**src/rtl/spifi_pkg.sv**
```systemverilog
// Shared AHB-Lite encodings and line-fill FSM states for the SPIFI line-fetch path.
package spifi_pkg;

    localparam int LINE_WORDS = 4;

    localparam logic [1:0] HTRANS_IDLE   = 2'b00;
    localparam logic [1:0] HTRANS_NONSEQ = 2'b10;
    localparam logic [1:0] HTRANS_SEQ    = 2'b11;

    localparam logic [2:0] HBURST_WRAP4  = 3'b010;
    localparam logic [2:0] HSIZE_WORD    = 3'b010;
    localparam logic [3:0] HPROT_DATA    = 4'b0011;

    typedef enum logic [1:0] {
        IDLE,
        BURST,
        ERR
    } fetch_state_e;

    // Beat addresses wrap inside the 16-byte line; the base never advances.
    function automatic logic [31:0] beat_addr(input logic [27:0] base, input logic [1:0] idx);
        return {base, idx, 2'b00};
    endfunction

endpackage

```
**src/rtl/spifi_line_fetch_if.sv**
```systemverilog
// Cache request/response and AHB-Lite memory-port signals of the line-fetch engine.
interface spifi_line_fetch_if;

    logic        i_req_valid;
    logic        o_req_ready;
    logic [31:0] i_req_addr;

    logic        o_rsp_valid;
    logic [31:0] o_rsp_data;
    logic [1:0]  o_rsp_idx;
    logic        o_rsp_last;
    logic        o_rsp_err;

    logic        o_hsel_sl;
    logic        o_hready_i_sl;
    logic [31:0] o_haddr_sl;
    logic        o_hwrite_sl;
    logic [2:0]  o_hsize_sl;
    logic [2:0]  o_hburst_sl;
    logic [3:0]  o_hprot_sl;
    logic [1:0]  o_htrans_sl;
    logic        o_hmastlock_sl;
    logic [31:0] o_hwdata_sl;
    logic [31:0] i_hrdata_sl;
    logic        i_hready_o_sl;
    logic        i_hresp_sl;

    // The engine is the AHB master; the cache and SPIFI controller form the other side.
    modport master (
        input  i_req_valid, i_req_addr, i_hrdata_sl, i_hready_o_sl, i_hresp_sl,
        output o_req_ready, o_rsp_valid, o_rsp_data, o_rsp_idx, o_rsp_last, o_rsp_err,
        output o_hsel_sl, o_hready_i_sl, o_haddr_sl, o_hwrite_sl, o_hsize_sl, o_hburst_sl,
        output o_hprot_sl, o_htrans_sl, o_hmastlock_sl, o_hwdata_sl
    );

    modport slave (
        output i_req_valid, i_req_addr, i_hrdata_sl, i_hready_o_sl, i_hresp_sl,
        input  o_req_ready, o_rsp_valid, o_rsp_data, o_rsp_idx, o_rsp_last, o_rsp_err,
        input  o_hsel_sl, o_hready_i_sl, o_haddr_sl, o_hwrite_sl, o_hsize_sl, o_hburst_sl,
        input  o_hprot_sl, o_htrans_sl, o_hmastlock_sl, o_hwdata_sl
    );

endinterface

```
**src/rtl/spifi_line_fetch.sv**
```systemverilog
// Line-fill engine: one WRAP4 critical-word-first AHB-Lite read burst per cache miss,
// returning each word with its line index and reporting AHB errors.
module spifi_line_fetch
    import spifi_pkg::*;
(
    input  logic               i_hclk,
    input  logic               i_hreset,
    spifi_line_fetch_if.master bus
);

    fetch_state_e state_q, state_d;
    logic [27:0]  base_q, base_d;
    logic [1:0]   start_q, start_d;
    logic [2:0]   a_cnt_q, a_cnt_d;
    logic [1:0]   d_cnt_q, d_cnt_d;
    logic         dpend_q, dpend_d;
    logic [1:0]   didx_q, didx_d;
    logic         hsel_q, hsel_d;
    logic [1:0]   htrans_q, htrans_d;
    logic [31:0]  haddr_q, haddr_d;
    logic         rsp_valid_q, rsp_valid_d;
    logic [31:0]  rsp_data_q, rsp_data_d;
    logic [1:0]   rsp_idx_q, rsp_idx_d;
    logic         rsp_last_q, rsp_last_d;
    logic         rsp_err_q, rsp_err_d;

    logic         unused_addr_bits;
    assign unused_addr_bits = ^bus.i_req_addr[1:0];

    always_ff @(posedge i_hclk or posedge i_hreset) begin
        if (i_hreset) begin
            state_q     <= IDLE;
            base_q      <= '0;
            start_q     <= '0;
            a_cnt_q     <= '0;
            d_cnt_q     <= '0;
            dpend_q     <= 1'b0;
            didx_q      <= '0;
            hsel_q      <= 1'b0;
            htrans_q    <= HTRANS_IDLE;
            haddr_q     <= '0;
            rsp_valid_q <= 1'b0;
            rsp_data_q  <= '0;
            rsp_idx_q   <= '0;
            rsp_last_q  <= 1'b0;
            rsp_err_q   <= 1'b0;
        end else begin
            state_q     <= state_d;
            base_q      <= base_d;
            start_q     <= start_d;
            a_cnt_q     <= a_cnt_d;
            d_cnt_q     <= d_cnt_d;
            dpend_q     <= dpend_d;
            didx_q      <= didx_d;
            hsel_q      <= hsel_d;
            htrans_q    <= htrans_d;
            haddr_q     <= haddr_d;
            rsp_valid_q <= rsp_valid_d;
            rsp_data_q  <= rsp_data_d;
            rsp_idx_q   <= rsp_idx_d;
            rsp_last_q  <= rsp_last_d;
            rsp_err_q   <= rsp_err_d;
        end
    end

    always_comb begin
        state_d     = state_q;
        base_d      = base_q;
        start_d     = start_q;
        a_cnt_d     = a_cnt_q;
        d_cnt_d     = d_cnt_q;
        dpend_d     = dpend_q;
        didx_d      = didx_q;
        hsel_d      = hsel_q;
        htrans_d    = htrans_q;
        haddr_d     = haddr_q;
        rsp_valid_d = 1'b0;
        rsp_data_d  = rsp_data_q;
        rsp_idx_d   = rsp_idx_q;
        rsp_last_d  = 1'b0;
        rsp_err_d   = 1'b0;

        unique case (state_q)
            IDLE: begin
                if (bus.i_req_valid) begin
                    base_d   = bus.i_req_addr[31:4];
                    start_d  = bus.i_req_addr[3:2];
                    haddr_d  = beat_addr(bus.i_req_addr[31:4], bus.i_req_addr[3:2]);
                    htrans_d = HTRANS_NONSEQ;
                    hsel_d   = 1'b1;
                    a_cnt_d  = 3'd1;
                    d_cnt_d  = 2'd0;
                    dpend_d  = 1'b0;
                    state_d  = BURST;
                end
            end

            BURST: begin
                if (bus.i_hready_o_sl) begin
                    // A completed address phase becomes the next data phase.
                    if (htrans_q != HTRANS_IDLE) begin
                        dpend_d = 1'b1;
                        didx_d  = haddr_q[3:2];
                        if (a_cnt_q != 3'(LINE_WORDS)) begin
                            htrans_d = HTRANS_SEQ;
                            haddr_d  = beat_addr(base_q, start_q + a_cnt_q[1:0]);
                            a_cnt_d  = a_cnt_q + 3'd1;
                        end else begin
                            htrans_d = HTRANS_IDLE;
                        end
                    end else begin
                        dpend_d = 1'b0;
                    end
                    if (dpend_q) begin
                        rsp_valid_d = 1'b1;
                        rsp_data_d  = bus.i_hrdata_sl;
                        rsp_idx_d   = didx_q;
                        rsp_last_d  = (d_cnt_q == 2'd3);
                        d_cnt_d     = d_cnt_q + 2'd1;
                        if (d_cnt_q == 2'd3) begin
                            state_d  = IDLE;
                            hsel_d   = 1'b0;
                            htrans_d = HTRANS_IDLE;
                            dpend_d  = 1'b0;
                        end
                    end
                end else if (dpend_q && bus.i_hresp_sl) begin
                    // First error cycle: cancel the pending beat before the slave completes it.
                    htrans_d = HTRANS_IDLE;
                    state_d  = ERR;
                end
            end

            ERR: begin
                if (bus.i_hready_o_sl) begin
                    rsp_valid_d = 1'b1;
                    rsp_data_d  = '0;
                    rsp_idx_d   = didx_q;
                    rsp_last_d  = 1'b1;
                    rsp_err_d   = 1'b1;
                    state_d     = IDLE;
                    hsel_d      = 1'b0;
                    htrans_d    = HTRANS_IDLE;
                    dpend_d     = 1'b0;
                end
            end

            default: state_d = IDLE;
        endcase
    end

    assign bus.o_req_ready    = (state_q == IDLE);
    assign bus.o_rsp_valid    = rsp_valid_q;
    assign bus.o_rsp_data     = rsp_data_q;
    assign bus.o_rsp_idx      = rsp_idx_q;
    assign bus.o_rsp_last     = rsp_last_q;
    assign bus.o_rsp_err      = rsp_err_q;

    assign bus.o_hsel_sl      = hsel_q;
    assign bus.o_hready_i_sl  = bus.i_hready_o_sl;
    assign bus.o_haddr_sl     = haddr_q;
    assign bus.o_htrans_sl    = htrans_q;
    assign bus.o_hwrite_sl    = 1'b0;
    assign bus.o_hsize_sl     = HSIZE_WORD;
    assign bus.o_hburst_sl    = HBURST_WRAP4;
    assign bus.o_hprot_sl     = HPROT_DATA;
    assign bus.o_hmastlock_sl = 1'b0;
    assign bus.o_hwdata_sl    = '0;

endmodule

```
**src/flat_wrapper.sv**
```systemverilog
// flat-port wrapper written by rule: the top's interface ports become plain ports
module spifi_line_fetch_flat import spifi_pkg::*;
  (i_hclk, i_hreset, bus_i_req_valid, bus_i_req_addr, bus_i_hrdata_sl, bus_i_hready_o_sl, bus_i_hresp_sl, bus_o_req_ready, bus_o_rsp_valid, bus_o_rsp_data, bus_o_rsp_idx, bus_o_rsp_last, bus_o_rsp_err, bus_o_hsel_sl, bus_o_hready_i_sl, bus_o_haddr_sl, bus_o_hwrite_sl, bus_o_hsize_sl, bus_o_hburst_sl, bus_o_hprot_sl, bus_o_htrans_sl, bus_o_hmastlock_sl, bus_o_hwdata_sl);
  spifi_line_fetch_if bus_i ();
  input  logic i_hclk;
  input  logic i_hreset;
  input wire logic [$bits(bus_i.i_req_valid)-1:0] bus_i_req_valid;
  input wire logic [$bits(bus_i.i_req_addr)-1:0] bus_i_req_addr;
  input wire logic [$bits(bus_i.i_hrdata_sl)-1:0] bus_i_hrdata_sl;
  input wire logic [$bits(bus_i.i_hready_o_sl)-1:0] bus_i_hready_o_sl;
  input wire logic [$bits(bus_i.i_hresp_sl)-1:0] bus_i_hresp_sl;
  output wire logic [$bits(bus_i.o_req_ready)-1:0] bus_o_req_ready;
  output wire logic [$bits(bus_i.o_rsp_valid)-1:0] bus_o_rsp_valid;
  output wire logic [$bits(bus_i.o_rsp_data)-1:0] bus_o_rsp_data;
  output wire logic [$bits(bus_i.o_rsp_idx)-1:0] bus_o_rsp_idx;
  output wire logic [$bits(bus_i.o_rsp_last)-1:0] bus_o_rsp_last;
  output wire logic [$bits(bus_i.o_rsp_err)-1:0] bus_o_rsp_err;
  output wire logic [$bits(bus_i.o_hsel_sl)-1:0] bus_o_hsel_sl;
  output wire logic [$bits(bus_i.o_hready_i_sl)-1:0] bus_o_hready_i_sl;
  output wire logic [$bits(bus_i.o_haddr_sl)-1:0] bus_o_haddr_sl;
  output wire logic [$bits(bus_i.o_hwrite_sl)-1:0] bus_o_hwrite_sl;
  output wire logic [$bits(bus_i.o_hsize_sl)-1:0] bus_o_hsize_sl;
  output wire logic [$bits(bus_i.o_hburst_sl)-1:0] bus_o_hburst_sl;
  output wire logic [$bits(bus_i.o_hprot_sl)-1:0] bus_o_hprot_sl;
  output wire logic [$bits(bus_i.o_htrans_sl)-1:0] bus_o_htrans_sl;
  output wire logic [$bits(bus_i.o_hmastlock_sl)-1:0] bus_o_hmastlock_sl;
  output wire logic [$bits(bus_i.o_hwdata_sl)-1:0] bus_o_hwdata_sl;
  assign bus_i.i_req_valid = bus_i_req_valid;
  assign bus_i.i_req_addr = bus_i_req_addr;
  assign bus_i.i_hrdata_sl = bus_i_hrdata_sl;
  assign bus_i.i_hready_o_sl = bus_i_hready_o_sl;
  assign bus_i.i_hresp_sl = bus_i_hresp_sl;
  assign bus_o_req_ready = bus_i.o_req_ready;
  assign bus_o_rsp_valid = bus_i.o_rsp_valid;
  assign bus_o_rsp_data = bus_i.o_rsp_data;
  assign bus_o_rsp_idx = bus_i.o_rsp_idx;
  assign bus_o_rsp_last = bus_i.o_rsp_last;
  assign bus_o_rsp_err = bus_i.o_rsp_err;
  assign bus_o_hsel_sl = bus_i.o_hsel_sl;
  assign bus_o_hready_i_sl = bus_i.o_hready_i_sl;
  assign bus_o_haddr_sl = bus_i.o_haddr_sl;
  assign bus_o_hwrite_sl = bus_i.o_hwrite_sl;
  assign bus_o_hsize_sl = bus_i.o_hsize_sl;
  assign bus_o_hburst_sl = bus_i.o_hburst_sl;
  assign bus_o_hprot_sl = bus_i.o_hprot_sl;
  assign bus_o_htrans_sl = bus_i.o_htrans_sl;
  assign bus_o_hmastlock_sl = bus_i.o_hmastlock_sl;
  assign bus_o_hwdata_sl = bus_i.o_hwdata_sl;
  spifi_line_fetch u_core (.i_hclk(i_hclk), .i_hreset(i_hreset), .bus(bus_i));
endmodule
```
**config.mk**
```make
export PLATFORM = sky130hd
export DESIGN_NAME = spifi_line_fetch_flat
export DESIGN_NICKNAME = d
export VERILOG_FILES = /design/src/rtl/spifi_pkg.sv /design/src/rtl/spifi_line_fetch_if.sv /design/src/rtl/spifi_line_fetch.sv /design/src/flat_wrapper.sv
export SDC_FILE = /design/constraint.sdc
export NUM_CORES = 1
export LEC_CHECK = 0
export CORE_ASPECT_RATIO = 0.6
export CORE_MARGIN = 1.5
export CORE_UTILIZATION = 53
export DETAILED_ROUTE_END_ITERATION = 7
export DONT_BUFFER_PORTS = 1
export PLACE_DENSITY = 0.73
export SLEW_MARGIN = 20
export SYNTH_ARGS = -nofsm -noshare
export SYNTH_HDL_FRONTEND = slang
export SYNTH_SLANG_ARGS = --single-unit
```
**constraint.sdc**
```tcl
create_clock -name i_hclk -period 3.95 [get_ports i_hclk]
set_input_delay 0.5925 -clock i_hclk [delete_from_list [all_inputs] [get_ports i_hclk]]
set_output_delay 0.5925 -clock i_hclk [all_outputs]
set_load 0.01 [all_outputs]
```
# Word level (Yosys, flattened, before mapping)
# Index checks and enable logic that the tools add are counted.
# W data, S select, Z words.
classes:
  n_addsub: 3
  n_eq_ne: 14
  n_mux: 57
  reduce_logical: 15
ops:
  columns: ["op", "count"]
  rows:
  - ["$mux W32", 7]
  - ["$pmux W32 S2", 2]
  - ["$mux W2", 19]
  - ["$mux W1", 16]
  - ["$reduce_and A4 Y1", 4]
  - ["$mux W3", 4]
  - ["$pmux W2 S3", 2]
  - ["$reduce_and A5 Y1", 2]
  - ["$ne A3 B2 Y1 const B", 3]
  - ["$ne A2 B1 Y1 const B", 4]
  - ["$pmux W2 S2", 2]
  - ["$ne A2 B2 Y1 const B", 3]
  - ["$pmux W1 S3", 2]
  - ["$pmux W3 S2", 1]
  - ["$reduce_and A6 Y1", 1]
  - ["$reduce_bool A2 Y1", 3]
  - ["$eq A2 B2 Y1 const B", 2]
  - ["$pmux W1 S2", 2]
  - ["$add A3 B1 Y3 const B", 1]
  - ["$ne A3 B3 Y1 const B", 1]
  - ["$reduce_and A3 Y1", 1]
  - ["$reduce_bool A3 Y1", 1]
  - ["$add A2 B1 Y2 const B", 1]
  - ["$add A2 B2 Y2", 1]
  - ["other kinds (4)", 4]
totals:
  reg_bits: 112
  inputBits: 69
  out_inout_bits: 118
  elab_cells: 104

# Longest topological paths before layout
# Gate-level depths: netlist (run 1).
depth:
  depth_word: 7
  mapped_depth: 9
  depth_no_buf: 6

# Least setup slack after synthesis (run 1)
# OpenSTA, ideal clock, no wires.
synth_timing:
  kind: "flip-flop to flip-flop"
  from: "reg u_core.state_q[1]"
  to: "reg u_core.htrans_q[1] (netlist: u_core.bus.o_htrans_sl[1])"
  setup_ps: 123
  t_arrival_ps: 1782
  required_ps: 3827
  slack_ps: 2045
  stages_incl_launch_ff: 8
  path_buffers: 1
  period_less_slack_ps: 1905
  cell_sequence: "dfrtp_1 inv_1 ha_1 nor2b_4 buf_6 or3_1 mux2_2 o221a_1"
synth_via:
  elab_chain_len: 3
  word_cells_on_any_way: 9
  classes_between: "eq/ne (5); mux (1); reduce/logical (3)"
synth_rtl:
  columns: ["element", "line_no", "rtl"]
  rows:
  - ["start, declared", "spifi_line_fetch.sv:11", "fetch_state_e state_q, state_d;"]
  - ["start signal, assigned", "spifi_line_fetch.sv:48", "state_q <= state_d;"]
  - ["$logic_not A2 Y1 (*)", null, null]
  - ["net bus_o_req_ready", "flat_wrapper.sv:12", "output wire logic [$bits(bus_i.o_req_ready)-1:0] bus_o_req_ready;"]
  - ["$ne A2 B2 Y1 (no line) / $reduce_bool A3 Y1 (equally long branches)", null, null]
  - ["$reduce_and A4 Y1 (no line)", null, null]
  - ["end signal, assigned", "spifi_line_fetch.sv:56", "htrans_q <= htrans_d;"]
  - ["end, declared", "spifi_line_fetch.sv:19", "logic [1:0] htrans_q, htrans_d;"]
# The timed path passes the listed nets; every way through them passes the cells marked *.
# A chain may end at the register's enable or synchronous reset.

# Worst setup path in the final report (run 1)
layout_timing:
  from: "reg u_core.state_q[1]"
  to: "reg u_core.rsp_idx_q[1] (netlist: u_core.bus.o_rsp_idx[1])"
layout_via:
  elab_chain_len: 3
  word_cells_on_any_way: 8
  classes_between: "eq/ne (5); mux (1); reduce/logical (2)"
layout_rtl:
  columns: ["element", "line_no", "rtl"]
  rows:
  - ["$eq A2 B1 Y1 / $eq A2 B2 Y1 (equally long branches)", "spifi_line_fetch.sv:83", "unique case (state_q)"]
  - ["$ne A2 B1 Y1 (no line) (tied with other cells)", null, null]
  - ["$reduce_and A4 Y1 (no line)", null, null]
  - ["end signal, assigned", "spifi_line_fetch.sv:60", "rsp_idx_q <= rsp_idx_d;"]
  - ["end, declared", "spifi_line_fetch.sv:23", "logic [1:0] rsp_idx_q, rsp_idx_d;"]
# Several ways; a longest one is shown, not always the timed one.

==> results.cfg, run 1 <==
[global_routing]
grt_first_pass_wirelength_um = 16510
grt_pass1_vias = 3095
antenna_found_initial = 0
gr-usage-all-layers_pct = 20.04
grt_start_max_net_pins = 67
use_met3_pct = 8.586
met1_usage_pct = 25.89
grt_use_met2_pct = 31.16
top_usage_layer = met2
overflow = 0

[cells_and_area]
stdcell_count = 612
final_cell_mix = 110 x dfrtp_1, 74 x nand2_1, 46 x conb_1
layout_commonest_cell = dfrtp_1
diodes = 0
drive_gt1_share_pct = 12.66
area_delta_synth_final_pct = 3.425
finalNetCount = 554
nFillCells = 831

[yosys]
syn_area_um2 = 5261
syn_avg_cell_area_um2 = 10.63
synth_flop_cell = dfrtp_1
synth_seq_cells = 110
ys_types = 41
synth_seq_area_share_pct = 52.32
syn_inst = 495
synth_area_leaders = dfrtp_1 52%, mux2_2 7.3%, buf_4 6.7%
yosys_warnings = 0
synth_edf_count = 0
yosys.area.top_type = dfrtp_1
netlist.area_leader.share_pct = 52.32
synthArstFlopShare_pct = 100.0

[timing]
tns_ns = 0
slew_headroom_pct = 33.66
fin_crit_ns = 2.608
rsz0062_at_grt = false
tightest_slew_ns = 0.9915
fmax_mhz = 383.4
finalHoldViolations = 0
slew_viol_final = 0
finalSetupViolCount = 0
fin_crit_sh_pct = 66.03
fin_skew_ns = 0.008072

[cts]
cts_sinks = 110
htreeDepth = 3
numCtsBuffers = 9
clk_pin_slew_ns = 0.08
clk_path_buf_depth = 2
hold_buffers = 0
cts-root-buf = clkbuf_16
cts_resized = 0
cts_tree = done
postCtsSetupRepairBufs = 0
clk-insertion-delay-late_ns = 0.34

[power_and_ir_drop]
power_density_nw_per_um2 = 829.2
total_power_mw = 4.512
ir_drop_mv = 0.3410
p_leak_nw = 2.538

[critical_path]
worstPathMaxFanout = 66
crit_arrival_ns = 2.82
critPathCaptureType = flop
r2r_setup_slack_ns = 1.34
cp-start-kind = flop
reg2regPathDepth = 5
critical_path_required_ns = 4.17
worst-setup-path-type = reg2reg
worstReg2RegEnd = u_core.bus.o_rsp_idx[1]
r2r-start = u_core.state_q[1]

[place]
hpwl_um = 7281
place_congestion = 0.7889
portBuffers = 0
dp_cells = 596

[die]
die_area_um2 = 10550
row_count = 27
core_um2 = 9392
start_util_pct = 56.02
die_h_um = 80.18
die_w_um = 131.6
io_pins = 187

[routing]
ant_nets = 0
drt_iter0_drc = 205
wl_um = 10250
viasPerCell = 5.333
drc = 0
wl_per_cell_um = 16.75
dr.pass1.iters = 4
vias = 3264

[outcome]
run_status = completed

[run]
drv_cap = 0

[worst_hold_path]
hp-class = in2async
[how the worst max path moves through the flow]
stage	cells past startpoint	slack [ns]	end	startpoint
finish	5	1.34	u_core.bus.o_rsp_idx[1]	u_core.state_q[1]
global route	5	1.13	u_core.bus.o_rsp_idx[1]	u_core.state_q[1]
CTS	5	1.24	u_core.bus.o_haddr_sl[18]	u_core.state_q[1]
detailed placement	5	1.24	u_core.bus.o_haddr_sl[30]	u_core.state_q[1]
global placement	5	1.36	u_core.bus.o_haddr_sl[30]	u_core.state_q[0]
floorplan	1	0.46	u_core.a_cnt_q[0]	i_hreset
[metal layers]
layer	wire length, um	up-vias	share of wire [%]
li1	-	1536	-
met1	4547	1598	44
met2	4708	118	46
met3	884	12	8.6
met4	112	0	1.1
met5	0	-	0
[layout make-up]
cell class                 instances  area, um2  area share, %
tap                              130      162.7          2.989
sequential                       110       2753          50.59
clock buffer                       9      225.2          4.139
multi-input combinational        344       2155          39.60
timing repair buffer               5      37.54         0.6898
inverter                           7      28.78         0.5289
clock inverter                     7      80.08          1.472
[cells by family after synthesis]
group	share of synthesized area (%)
AOI/OAI and AO/OA	9.560
muxes	13.98
other	0.1427
xor gates and xnor gates	0.3330
adders and majority gates	1.903
and+or+nand+nor	11.63
buffers and inverters	10.13
DFF	52.32
[state kept, by name, summed over array words and instances, names as in the netlist]
signal                  cells
u_core.a_cnt_q              3
u_core.base_q              28
u_core.bus.o_haddr_sl      30
u_core.bus.o_hsel_sl        1
u_core.bus.o_htrans_sl      2
u_core.bus.o_rsp_data      32
u_core.bus.o_rsp_err        1
u_core.bus.o_rsp_idx        2
u_core.bus.o_rsp_last       1
u_core.bus.o_rsp_valid      1
u_core.d_cnt_q              2
u_core.didx_q               2
u_core.dpend_q              1
u_core.start_q              2
u_core.state_q              2
[through the flow]
step | setup slack, ns | cell area, um2 | hold slack (ns) | utilization [%]
global route | 1.130 | 5441 | 0.3278 | 57.94
CTS | 1.239 | 5434 | 0.2925 | 57.86
global placement | 1.360 | 5129 | 0.4644 | 54.61
finish | 1.342 | 5441 | 0.2496 | 57.94
detailed placement | 1.245 | 5129 | 0.4792 | 54.61
floorplan | 0.4552 | 5426 | 0.4522 | -
[power breakdown]
group	total, mW	internal [mW]	leakage (nW)	switching (mW)
clock network	0.927	0.501	0.148	0.426
logic	1.43	0.649	1.03	0.786
registers	2.15	1.64	1.36	0.510
total	4.51	2.79	2.54	1.72
[worst max-delay path, cell delays in order (launching register included)]
cell and delay, ns:
dfrtp_1 0.44, inv_1 0.10, ha_2 0.42, mux2_2 0.39, nand2_2 0.72, mux2_1 0.38
[cells in the mapped netlist, types with 3 or more instances]
| cell | number |
|---|---|
| o21ai_1 | 39 |
| clkbuf_1 | 11 |
| o211ai_1 | 3 |
| nor3_1 | 3 |
| a21oi_1 | 5 |
| o21ai_0 | 29 |
| inv_1 | 7 |
| dfrtp_1 | 110 |
| nand2b_1 | 33 |
| buf_2 | 18 |
| mux2i_1 | 33 |
| buf_4 | 47 |
| mux2_2 | 34 |
| ha_1 | 8 |
| nor2_1 | 8 |
| nand2_1 | 75 |
No activity file was read; power rests on OpenSTA's default activity.
==> run 2, diff against run 1 <==
==> constraint.sdc (replaced) <==
create_clock -name i_hclk -period 2.5 [get_ports i_hclk]
set_input_delay 0.375 -clock i_hclk [delete_from_list [all_inputs] [get_ports i_hclk]]
set_output_delay 0.375 -clock i_hclk [all_outputs]
set_load 0.01 [all_outputs]
==> run 2 against run 1 <==
Fmax rose by 27%. Global-route usage is 0.91 points lower. Combinational power grew 65%. Critical path depth increased by 3. First-iteration DRC count grew 16%. Clock power is 51% higher. Sequential power is 58% higher. Die area unchanged. Core utilization rose by 0.77 points. Flip-flop and latch count unchanged. Worst hold slack got worse by 0.22 ns. Final area is 1.3% higher.
==> results.cfg, run 2 (synthesis gave the netlist of run 1 again) <==
[outcome]
run_status = completed

[worst_hold_path]
hp-class = in2async

[timing]
fmax_mhz = 486.1
tns_ns = 0
rsz0062_at_grt = false
fin_crit_sh_pct = 82.28
fin_crit_ns = 2.057
tightest_slew_ns = 0.6068
hold-worst-slack_ns = 0.03397
slew_viol_final = 0
slew_headroom_pct = 59.55
fin_skew_ns = 0.008109
finalHoldViolations = 0
finalSetupViolCount = 0

[critical_path]
crit_slowest_cell = dfrtp_1
critPathCaptureType = flop
worst-setup-path-type = reg2reg
worstPathMaxFanout = 14
cp-start-kind = flop
critPathMaxStageDelay_ns = 0.43
cp_top_family = buffers and inverters
cp_common_cell = buf_4
crit_arrival_ns = 2.32
critical_path_required_ns = 2.77
crit_buf_inv = 3
crit_chain = inv_1, ha_2, buf_4, nand3b_1, o31a_2, buf_4, nand2_1, o21ai_1

[place]
hpwl_um = 7114
dpl-instance-area_um2 = 5225
place_congestion = 0.8029
portBuffers = 0

[cts]
postCtsSetupRepairBufs = 0
cts_resized = 0
cts_tree = done
htreeDepth = 3
clk_path_buf_depth = 2
cts_sinks = 110
cts-root-buf = clkbuf_16
clk-insertion-delay-late_ns = 0.34
clk_pin_slew_ns = 0.07
numCtsBuffers = 9
hold_buffers = 0

[routing]
drc = 0
drt_iter0_drc = 238
wl_per_cell_um = 16.22
vias = 3247
viasPerCell = 5.263
ant_nets = 0
dr.pass1.iters = 4
wl_um = 10010

[global_routing]
grt_pass1_vias = 3048
overflow = 0
grt_start_max_net_pins = 111
antenna_found_initial = 0
gr-usage-all-layers_pct = 19.14
grt_first_pass_wirelength_um = 15750

[die]
core_um2 = 9392
die_h_um = 80.18
row_count = 27
io_pins = 187
start_util_pct = 56.02
die_area_um2 = 10550
die_w_um = 131.6

[cells_and_area]
final_cell_mix = 110 x dfrtp_1, 74 x nand2_1, 46 x conb_1
diodes = 0
largest_register_ffs = 32
finalNetCount = 560
area_delta_synth_final_pct = 4.804
drive_gt1_share_pct = 13.35
final_area_um2 = 5514
nFillCells = 800
fin_util_pct = 58.71
layout_commonest_cell = dfrtp_1

[run]
drv_cap = 0

[power_and_ir_drop]
p_leak_nw = 2.570
power_density_nw_per_um2 = 1299
ir_drop_mv = 0.5378
## run 2: layout make-up
type	instances	area, um2	area share (%)
tap	130	162.7	2.950
sequential	110	2753	49.92
multi-input combinational	344	2147	38.94
clock inverter	5	60.06	1.089
inverter	7	30.03	0.5446
clock buffer	10	229.0	4.152
timing repair buffer	11	132.6	2.405
## run 2: metal layers
metal	part of all wire (%)	GRT usage, %	vias up
met5	0	0	-
met4	0.49	4.889	0
li1	-	-	1548
met3	8.0	8.081	4
met1	45	25.12	1592
met2	47	29.42	103
## run 2: final timing paths
kind                                        start                        end  slack [ns]  cells past startpoint
max in group asynchronous                i_hreset          u_core.base_q[23]        1.97                      2
worst min register to register   u_core.didx_q[0]    u_core.bus.o_rsp_idx[0]        0.50                      1
worst max-delay path            u_core.state_q[1]  u_core.bus.o_haddr_sl[26]        0.44                      8
min in group i_hclk             bus_i_hready_o_sl          u_core.state_q[1]        0.15                      1
worst min-delay path                     i_hreset           u_core.base_q[3]        0.03                      2
worst max register to register  u_core.state_q[1]  u_core.bus.o_haddr_sl[26]        0.44                      8
## run 2: through the flow
stage | instances | power [mW] | worst slack, ns
finish | 617 | 7.163 | 0.4429
global route | 617 | 7.704 | 0.2783
global placement | 602 | 5.664 | 0.5270
detailed placement | 602 | 5.834 | 0.4576
floorplan | 539 | 5.249 | 0.5946
CTS | 617 | 7.253 | 0.4331
## run 2: worst register-to-register path: cells and delay by family, from the launching register on
kind / cells / cell delay (ns)
buf+inv: 3 / 0.59
flops: 1 / 0.43
compound gates: 2 / 0.41
fa+ha+maj: 1 / 0.33
simple gates: 2 / 0.23
## run 2: power by group
part / switching (mW) / total [mW] / internal (mW)
clock network: 0.626 / 1.40 / 0.776
registers: 0.809 / 3.40 / 2.59
logic: 1.24 / 2.36 / 1.12
